**src/rtl/mem_bus_bridge_if.sv**
```systemverilog
// Bundle of the hart-side fetch/data ports, the 64-bit memory beat port and the
// sticky error flag. The bridge uses the slave view; the hart and memory side use the master view.
`ifndef IMEM_LINE_DEF
`define IMEM_LINE_DEF 256
`endif
`ifndef DMEM_LINE_DEF
`define DMEM_LINE_DEF 256
`endif

interface mem_bus_bridge_if #(
    parameter int IMEM_LINE = `IMEM_LINE_DEF,
    parameter int DMEM_LINE = `DMEM_LINE_DEF
);
    logic [63:0]          b_addr_i;
    logic                 b_rd_i;
    logic [IMEM_LINE-1:0] b_data_i;
    logic                 b_dv_i;

    logic [63:0]          b_addr;
    logic                 b_rd;
    logic [DMEM_LINE-1:0] b_data_in;
    logic                 b_dv;
    logic [DMEM_LINE-1:0] b_data_out;
    logic                 b_wr;

    logic [63:0]          m_addr;
    logic                 m_rd;
    logic                 m_wr;
    logic [63:0]          m_wdata;
    logic [63:0]          m_rdata;
    logic                 m_ack;

    logic                 err;

    modport slave (
        input  b_addr_i, b_rd_i, b_addr, b_rd, b_data_out, b_wr, m_rdata, m_ack,
        output b_data_i, b_dv_i, b_data_in, b_dv, m_addr, m_rd, m_wr, m_wdata, err
    );

    modport master (
        output b_addr_i, b_rd_i, b_addr, b_rd, b_data_out, b_wr, m_rdata, m_ack,
        input  b_data_i, b_dv_i, b_data_in, b_dv, m_addr, m_rd, m_wr, m_wdata, err
    );
endinterface

```
**src/rtl/mem_bus_bridge.sv**
```systemverilog
// Bridges line-wide instruction/data requests onto a 64-bit beat memory port,
// with a one-entry write buffer that always drains before any read is granted.
`ifndef IMEM_LINE_DEF
`define IMEM_LINE_DEF 256
`endif
`ifndef DMEM_LINE_DEF
`define DMEM_LINE_DEF 256
`endif

module mem_bus_bridge #(
    parameter int IMEM_LINE = `IMEM_LINE_DEF,
    parameter int DMEM_LINE = `DMEM_LINE_DEF
) (
    input  logic            clk,
    input  logic            rst,
    mem_bus_bridge_if.slave bus
);
    localparam int NI   = IMEM_LINE / 64;
    localparam int ND   = DMEM_LINE / 64;
    localparam int NMAX = (NI > ND) ? NI : ND;
    localparam int LMAX = NMAX * 64;
    localparam int CW   = $clog2(NMAX) + 1;
    localparam logic [63:0] IMASK = ~64'(IMEM_LINE / 8 - 1);
    localparam logic [63:0] DMASK = ~64'(DMEM_LINE / 8 - 1);
    localparam logic [CW-1:0] I_LAST = CW'(NI - 1);
    localparam logic [CW-1:0] D_LAST = CW'(ND - 1);

    typedef enum logic [2:0] {IDLE, IRD, DRD, DWR, IRSP, DRSP} state_t;

    state_t               state;
    state_t               state_next;
    logic [CW-1:0]        beat;
    logic [63:0]          beat_off;
    logic [63:0]          rd_base;
    logic [LMAX-1:0]      rd_line;
    logic                 wb_full;
    logic [63:0]          wb_base;
    logic [DMEM_LINE-1:0] wb_line;
    logic                 last_data;
    logic                 err_q;
    logic                 wr_done;
    logic                 wb_free;

    assign beat_off = 64'({beat, 3'b000});
    assign wr_done  = (state == DWR) && bus.m_ack && (beat == D_LAST);
    // A write arriving in the cycle the buffer drains takes the freed slot.
    assign wb_free  = !wb_full || wr_done;
    assign bus.err  = err_q;

    always_comb begin
        state_next    = state;
        bus.m_rd      = 1'b0;
        bus.m_wr      = 1'b0;
        bus.m_addr    = '0;
        bus.m_wdata   = '0;
        bus.b_dv_i    = 1'b0;
        bus.b_data_i  = '0;
        bus.b_dv      = 1'b0;
        bus.b_data_in = '0;
        case (state)
            IDLE: begin
                // A write captured this same cycle still counts as pending ahead of reads.
                if (wb_full || bus.b_wr)
                    state_next = DWR;
                else if (bus.b_rd && bus.b_rd_i)
                    state_next = last_data ? IRD : DRD;
                else if (bus.b_rd)
                    state_next = DRD;
                else if (bus.b_rd_i)
                    state_next = IRD;
            end
            IRD: begin
                bus.m_rd   = 1'b1;
                bus.m_addr = rd_base + beat_off;
                if (bus.m_ack && beat == I_LAST)
                    state_next = IRSP;
            end
            DRD: begin
                bus.m_rd   = 1'b1;
                bus.m_addr = rd_base + beat_off;
                if (bus.m_ack && beat == D_LAST)
                    state_next = DRSP;
            end
            DWR: begin
                bus.m_wr    = 1'b1;
                bus.m_addr  = wb_base + beat_off;
                bus.m_wdata = wb_line[64*beat +: 64];
                if (wr_done)
                    state_next = IDLE;
            end
            IRSP: begin
                bus.b_dv_i   = 1'b1;
                bus.b_data_i = rd_line[IMEM_LINE-1:0];
                state_next   = IDLE;
            end
            DRSP: begin
                bus.b_dv      = 1'b1;
                bus.b_data_in = rd_line[DMEM_LINE-1:0];
                state_next    = IDLE;
            end
            default: state_next = IDLE;
        endcase
    end

    always_ff @(posedge clk) begin
        if (rst) begin
            state     <= IDLE;
            beat      <= '0;
            wb_full   <= 1'b0;
            last_data <= 1'b0;
            err_q     <= 1'b0;
        end else begin
            state <= state_next;
            if (state == IDLE) begin
                beat <= '0;
                if (state_next == IRD) begin
                    rd_base   <= bus.b_addr_i & IMASK;
                    last_data <= 1'b0;
                end else if (state_next == DRD) begin
                    rd_base   <= bus.b_addr & DMASK;
                    last_data <= 1'b1;
                end
            end else if ((state == IRD || state == DRD || state == DWR) && bus.m_ack) begin
                if (state != DWR)
                    rd_line[64*beat +: 64] <= bus.m_rdata;
                beat <= (state_next != state) ? '0 : beat + 1'b1;
            end

            if (bus.b_wr) begin
                if (wb_free) begin
                    wb_full <= 1'b1;
                    wb_base <= bus.b_addr & DMASK;
                    wb_line <= bus.b_data_out;
                end else begin
                    err_q <= 1'b1;
                end
            end else if (wr_done) begin
                wb_full <= 1'b0;
            end
        end
    end
endmodule

```
**src/flat_wrapper.sv**
```systemverilog
// flat-port wrapper written by rule: the top's interface ports become plain ports
module mem_bus_bridge_flat 
#(
    parameter int IMEM_LINE = `IMEM_LINE_DEF,
    parameter int DMEM_LINE = `DMEM_LINE_DEF
)
  (clk, rst, bus_b_addr_i, bus_b_rd_i, bus_b_addr, bus_b_rd, bus_b_data_out, bus_b_wr, bus_m_rdata, bus_m_ack, bus_b_data_i, bus_b_dv_i, bus_b_data_in, bus_b_dv, bus_m_addr, bus_m_rd, bus_m_wr, bus_m_wdata, bus_err);
  mem_bus_bridge_if #(.IMEM_LINE(IMEM_LINE), .DMEM_LINE(DMEM_LINE)) bus_i ();
  input  logic clk;
  input  logic rst;
  input wire logic [$bits(bus_i.b_addr_i)-1:0] bus_b_addr_i;
  input wire logic [$bits(bus_i.b_rd_i)-1:0] bus_b_rd_i;
  input wire logic [$bits(bus_i.b_addr)-1:0] bus_b_addr;
  input wire logic [$bits(bus_i.b_rd)-1:0] bus_b_rd;
  input wire logic [$bits(bus_i.b_data_out)-1:0] bus_b_data_out;
  input wire logic [$bits(bus_i.b_wr)-1:0] bus_b_wr;
  input wire logic [$bits(bus_i.m_rdata)-1:0] bus_m_rdata;
  input wire logic [$bits(bus_i.m_ack)-1:0] bus_m_ack;
  output wire logic [$bits(bus_i.b_data_i)-1:0] bus_b_data_i;
  output wire logic [$bits(bus_i.b_dv_i)-1:0] bus_b_dv_i;
  output wire logic [$bits(bus_i.b_data_in)-1:0] bus_b_data_in;
  output wire logic [$bits(bus_i.b_dv)-1:0] bus_b_dv;
  output wire logic [$bits(bus_i.m_addr)-1:0] bus_m_addr;
  output wire logic [$bits(bus_i.m_rd)-1:0] bus_m_rd;
  output wire logic [$bits(bus_i.m_wr)-1:0] bus_m_wr;
  output wire logic [$bits(bus_i.m_wdata)-1:0] bus_m_wdata;
  output wire logic [$bits(bus_i.err)-1:0] bus_err;
  assign bus_i.b_addr_i = bus_b_addr_i;
  assign bus_i.b_rd_i = bus_b_rd_i;
  assign bus_i.b_addr = bus_b_addr;
  assign bus_i.b_rd = bus_b_rd;
  assign bus_i.b_data_out = bus_b_data_out;
  assign bus_i.b_wr = bus_b_wr;
  assign bus_i.m_rdata = bus_m_rdata;
  assign bus_i.m_ack = bus_m_ack;
  assign bus_b_data_i = bus_i.b_data_i;
  assign bus_b_dv_i = bus_i.b_dv_i;
  assign bus_b_data_in = bus_i.b_data_in;
  assign bus_b_dv = bus_i.b_dv;
  assign bus_m_addr = bus_i.m_addr;
  assign bus_m_rd = bus_i.m_rd;
  assign bus_m_wr = bus_i.m_wr;
  assign bus_m_wdata = bus_i.m_wdata;
  assign bus_err = bus_i.err;
  mem_bus_bridge #(.IMEM_LINE(IMEM_LINE), .DMEM_LINE(DMEM_LINE)) u_core (.clk(clk), .rst(rst), .bus(bus_i));
endmodule
```
**config.mk**
```make
export PLATFORM = sky130hd
export DESIGN_NAME = mem_bus_bridge_flat
export DESIGN_NICKNAME = d
export VERILOG_FILES = /design/src/rtl/mem_bus_bridge_if.sv /design/src/rtl/mem_bus_bridge.sv /design/src/flat_wrapper.sv
export SDC_FILE = /design/constraint.sdc
export NUM_CORES = 1
export LEC_CHECK = 0
export CAP_MARGIN = 20
export CORE_AREA = 2 2 423 425
export CTS_BUF_LIST = sky130_fd_sc_hd__clkbuf_4
export CTS_CLUSTER_SIZE = 30
export DETAILED_ROUTE_END_ITERATION = 10
export DIE_AREA = 0 0 425 427
export PLACE_DENSITY_LB_ADDON = 0.12
export RECOVER_POWER = 25
export SYNTH_ARGS = -nofsm -noshare
export SYNTH_HDL_FRONTEND = slang
export SYNTH_SLANG_ARGS = --single-unit
```
**constraint.sdc**
```tcl
create_clock -name clk -period 36.6 [get_ports clk]
set_clock_uncertainty 0.2 [all_clocks]
set_input_delay 10.98 -clock clk [delete_from_list [all_inputs] [get_ports clk]]
set_output_delay 10.98 -clock clk [all_outputs]
set_load 0.02 [all_outputs]
```
==> flow_metrics.py <==
metrics = {
    "status": {
        "status": "complete, no violations",
    },
    "routing": {
        "drc": 0,
        "wl_um": 145000,
        "vias": 24000,
        "routedWlPerCell_um": 24.2,
        "first_pass_iters": 5,
        "ant_nets": 0,
        "avgViaCountPerCell": 4.00,
        "drt_iter0_markers": 1225,
    },
    "synthesis": {
        "synth_top_family_by_area": "simple AND/OR/NAND/NOR gates",
        "synth-adder-area-share_pct": 0.246,
        "synth_compound_area_share_pct": 1.94,
        "synthSimpleGateAreaFrac_pct": 22.9,
        "ys_warn_count": 0,
        "synth_cell_type_count": 71,
        "synth_mux_area_share_pct": 8.43,
        "ys.flop_type": "edfxtp_1",
        "ys_seq_elements": 639,
        "synth_edf_count": 630,
        "ys_seq_area_share_pct": 62.6,
        "syn_avg_cell_area_um2": 13.2,
        "synth-xor-area-share_pct": 1.35,
        "postSynthCellCount": 2316,
        "synth_area_mm2": 0.0305,
        "synthArstFlopShare_pct": 0,
    },
    "clock_network": {
        "post-cts-setup-buffer-count": 0,
        "htree_num_levels": 4,
        "cts_made_buffers": 194,
        "clkTransAtPathRegs_ns": 0.06,
        "clkLatencyLatePin_ns": 1.19,
        "clockBufferDepth": 3,
        "clock_sinks": 639,
        "cts_tree": "built",
        "post_cts_resized": 0,
        "holdBufCountCts": 0,
        "clockRootBuffer": "clkbuf_4",
    },
    "setup_path": {
        "crit_top_cell": "nand2_1",
        "arrival_ns": 5.76,
        "setup.worst_path.start_class": "register",
        "rr_worst_depth": 7,
        "reg2reg_slack_ns": 31.57,
        "r2r-end": "u_core.rd_line[126]",
        "slowest_delay_ns": 0.75,
        "reg2reg_from": "u_core.state[2]",
        "crit_path_end_kind": "output port",
        "required_ns": 25.42,
        "path_cells": "nand3b_4 > inv_4 > nand2_1 > nand2_1 > ha_1 > ha_1 > nand2_1 > nor3_1 > a22oi_1 > nor3_2 > nand4_1 > mux2i_1 > clkdlybuf4s50_1",
        "critical_path_class": "reg -> out",
        "critPathMaxFanout": 23,
        "cp_slowest_cell": "clkdlybuf4s50_1",
    },
    "timing": {
        "relSlewSlack_pct": 0.603,
        "hold_viol_final": 0,
        "worstMarginPinSlew_ns": 1.49,
        "layout_min_cycle_time_ns": 16.94,
        "tns_ns": 0,
        "max_freq_ghz": 0.0590,
        "rsz0062_at_grt": "no",
        "fin_ws_ns": 19.66,
        "final-setup-viol-count": 0,
        "finalCritPeriodShare_pct": 46.3,
        "slew_violations": 0,
    },
    "hold_path": {
        "hold_path_depth": 2,
        "hold_path_class": "reg -> reg",
        "min_to": "u_core.bus.err",
        "hp-start": "u_core.bus.err",
    },
    "floorplanning": {
        "pin_count": 1099,
        "die_w_um": 425,
        "start_util_pct": 17.2,
        "die_y_um": 427,
        "dieArea_mm2": 0.181,
        "fp.coreArea_mm2": 0.177,
        "rows": 155,
    },
    "placed_design": {
        "gp_congestion": 0.774,
        "dp_hpwl_um": 106000,
        "dp_slack_ns": 20.80,
        "port_buffers": 1085,
        "dpl_cell_area_mm2": 0.0440,
    },
    "global_routing": {
        "grt_max_degree": 227,
        "antenna_found_initial": 138,
        "grt_pass1_wl_um": 197000,
        "grt_usage_pct": 15.4,
        "grt_overflow": 0,
        "first_global_vias": 24600,
    },
    "layout": {
        "drive_gt1_share_pct": 13.5,
        "fill_cells": 18800,
        "regArea_mm2": 0.0191,
        "fin_area_mm2": 0.0465,
        "fin_nets": 3914,
        "syn_to_final_growth_pct": 52.7,
        "multiInputGateArea_mm2": 0.0107,
    },
    "pwr": {
        "p_per_area_mw_per_mm2": 39.5,
        "p_leak_uw": 0.0173,
        "ir_drop_mv": 0.0293,
    },
    "flow_run": {
        "maxCapViolCount": 0,
    },
}
## worst max-delay path: cells and delay by family (launching register included)
family                     cells  cell delay (ns)
and+or+nand+nor                7             1.65
adders and majority gates      2             0.55
DFF                            1             0.65
AOI/OAI and AO/OA              1             0.41
muxes                          1             0.25
buffers and inverters          2             1.05
## metrics by stage
stage	utilization [%]	total power (uW)	hold WS, ns	cells
after detailed placement	24.8	1150	0.271	5613
after global placement	24.8	1150	0.263	5613
final	26.3	1840	0.278	5998
after floorplan	-	1010	0.287	2318
after CTS	26.2	1890	0.286	5952
after global routing	26.2	1940	0.341	5987
## layout make-up
cell class	count	area share, %
Timing Repair Buffer	1119	24.0
Multi-Input combinational cell	1491	23.0
Tap cell	2355	6.33
Clock buffer	271	4.37
Inverter	9	0.0780
Clock inverter	68	0.925
Antenna cell	46	0.247
Sequential cell	639	41.1
## synth_stat cells (4+ instances only)
library cell	count	area, um^2
edfxtp_1	630	18900
and2_1	519	3250
and3_1	331	2070
clkbuf_1	147	552
nor2_1	97	364
mux4_2	64	1440
mux2_2	61	687
nand2_1	58	218
nor3_1	50	250
nand3_1	44	220
mux2i_1	43	430
xor2_1	33	289
a21oi_1	23	115
nand4_1	22	138
nor4_1	20	125
buf_2	17	85.1
xnor2_1	14	123
buf_1	9	33.8
dfxtp_1	9	180
a31oi_1	8	50.1
inv_1	8	30.0
o21ai_0	8	40.0
o22ai_1	8	50.1
ha_1	6	75.1
and4_1	5	43.8
buf_4	5	37.5
nor3b_1	5	37.5
or2_2	5	31.3
a211oi_1	4	30.0
nor2b_1	4	25.0
o21a_1	4	30.0
## power by group
group / switching, uW / leakage [uW] / total (uW) / internal [uW]
Combinational: 146 / 0.00951 / 257 / 110
Clock: 359 / 0.00145 / 719 / 360
Sequential: 20.5 / 0.00635 / 860 / 840
## worst max-delay path by stage
stage / endpoint / startpoint / slack (ns)
final: bus_m_addr[61] / u_core.state[1] / 19.66
after global routing: bus_m_addr[61] / u_core.state[1] / 19.03
after CTS: bus_m_addr[61] / u_core.state[1] / 19.31
after detailed placement: bus_m_addr[61] / u_core.state[1] / 20.80
after global placement: bus_m_addr[61] / u_core.state[1] / 20.83
after floorplan: u_core.wb_base[10] / bus_m_ack / 0.94
## cell usage in the layout (no fill, tap or decap), drive strengths merged, types with 6 or more instances in the layout
| cell | n |
|---|---|
| xnor2 | 14 |
| edfxtp | 630 |
| or2 | 6 |
| nand2 | 58 |
| clkdlybuf4s50 | 722 |
| nand4 | 22 |
| diode | 46 |
| xor2 | 33 |
| dlygate4sd3 | 363 |
| inv | 16 |
| and2 | 519 |
| mux2 | 62 |
| nand3 | 46 |
| clkinv | 58 |
| buf | 34 |
| clkbuf | 271 |
| nor4 | 22 |
| and3 | 331 |
| mux4 | 64 |
| ha | 6 |
| mux2i | 43 |
| nor2 | 97 |
| o22ai | 8 |
| nor3 | 52 |
| a31oi | 8 |
| a21oi | 23 |
| dfxtp | 9 |
| o21ai | 9 |
## per-layer routing
metal | wire length (um) | track usage [%]
met5 | 300 | 0
met3 | 10400 | 5.23
met2 | 75600 | 27.7
met1 | 53500 | 16.5
met4 | 5530 | 6.39
## registers in the layout (all words and copies together) (netlist names), 3 cells and up
signal and cells:
u_core.wb_base 59, u_core.rd_line 256, u_core.rd_base 59, u_core.beat 3, u_core.state 3, u_core.wb_line 256
## cells by family (layout without fill, tap and decap cells)
group / Yosys count / count (layout)
other: 1 / 49
AND/OR/NAND/NOR: 1179 / 1179
flip-flops: 639 / 639
AO/OA/AOI/OAI: 87 / 87
XOR/XNOR: 47 / 47
multiplexers: 169 / 169
adder cells (fa/ha/maj): 6 / 6
buffers and inverters: 188 / 1467
Power figures use the tool's default switching activity.
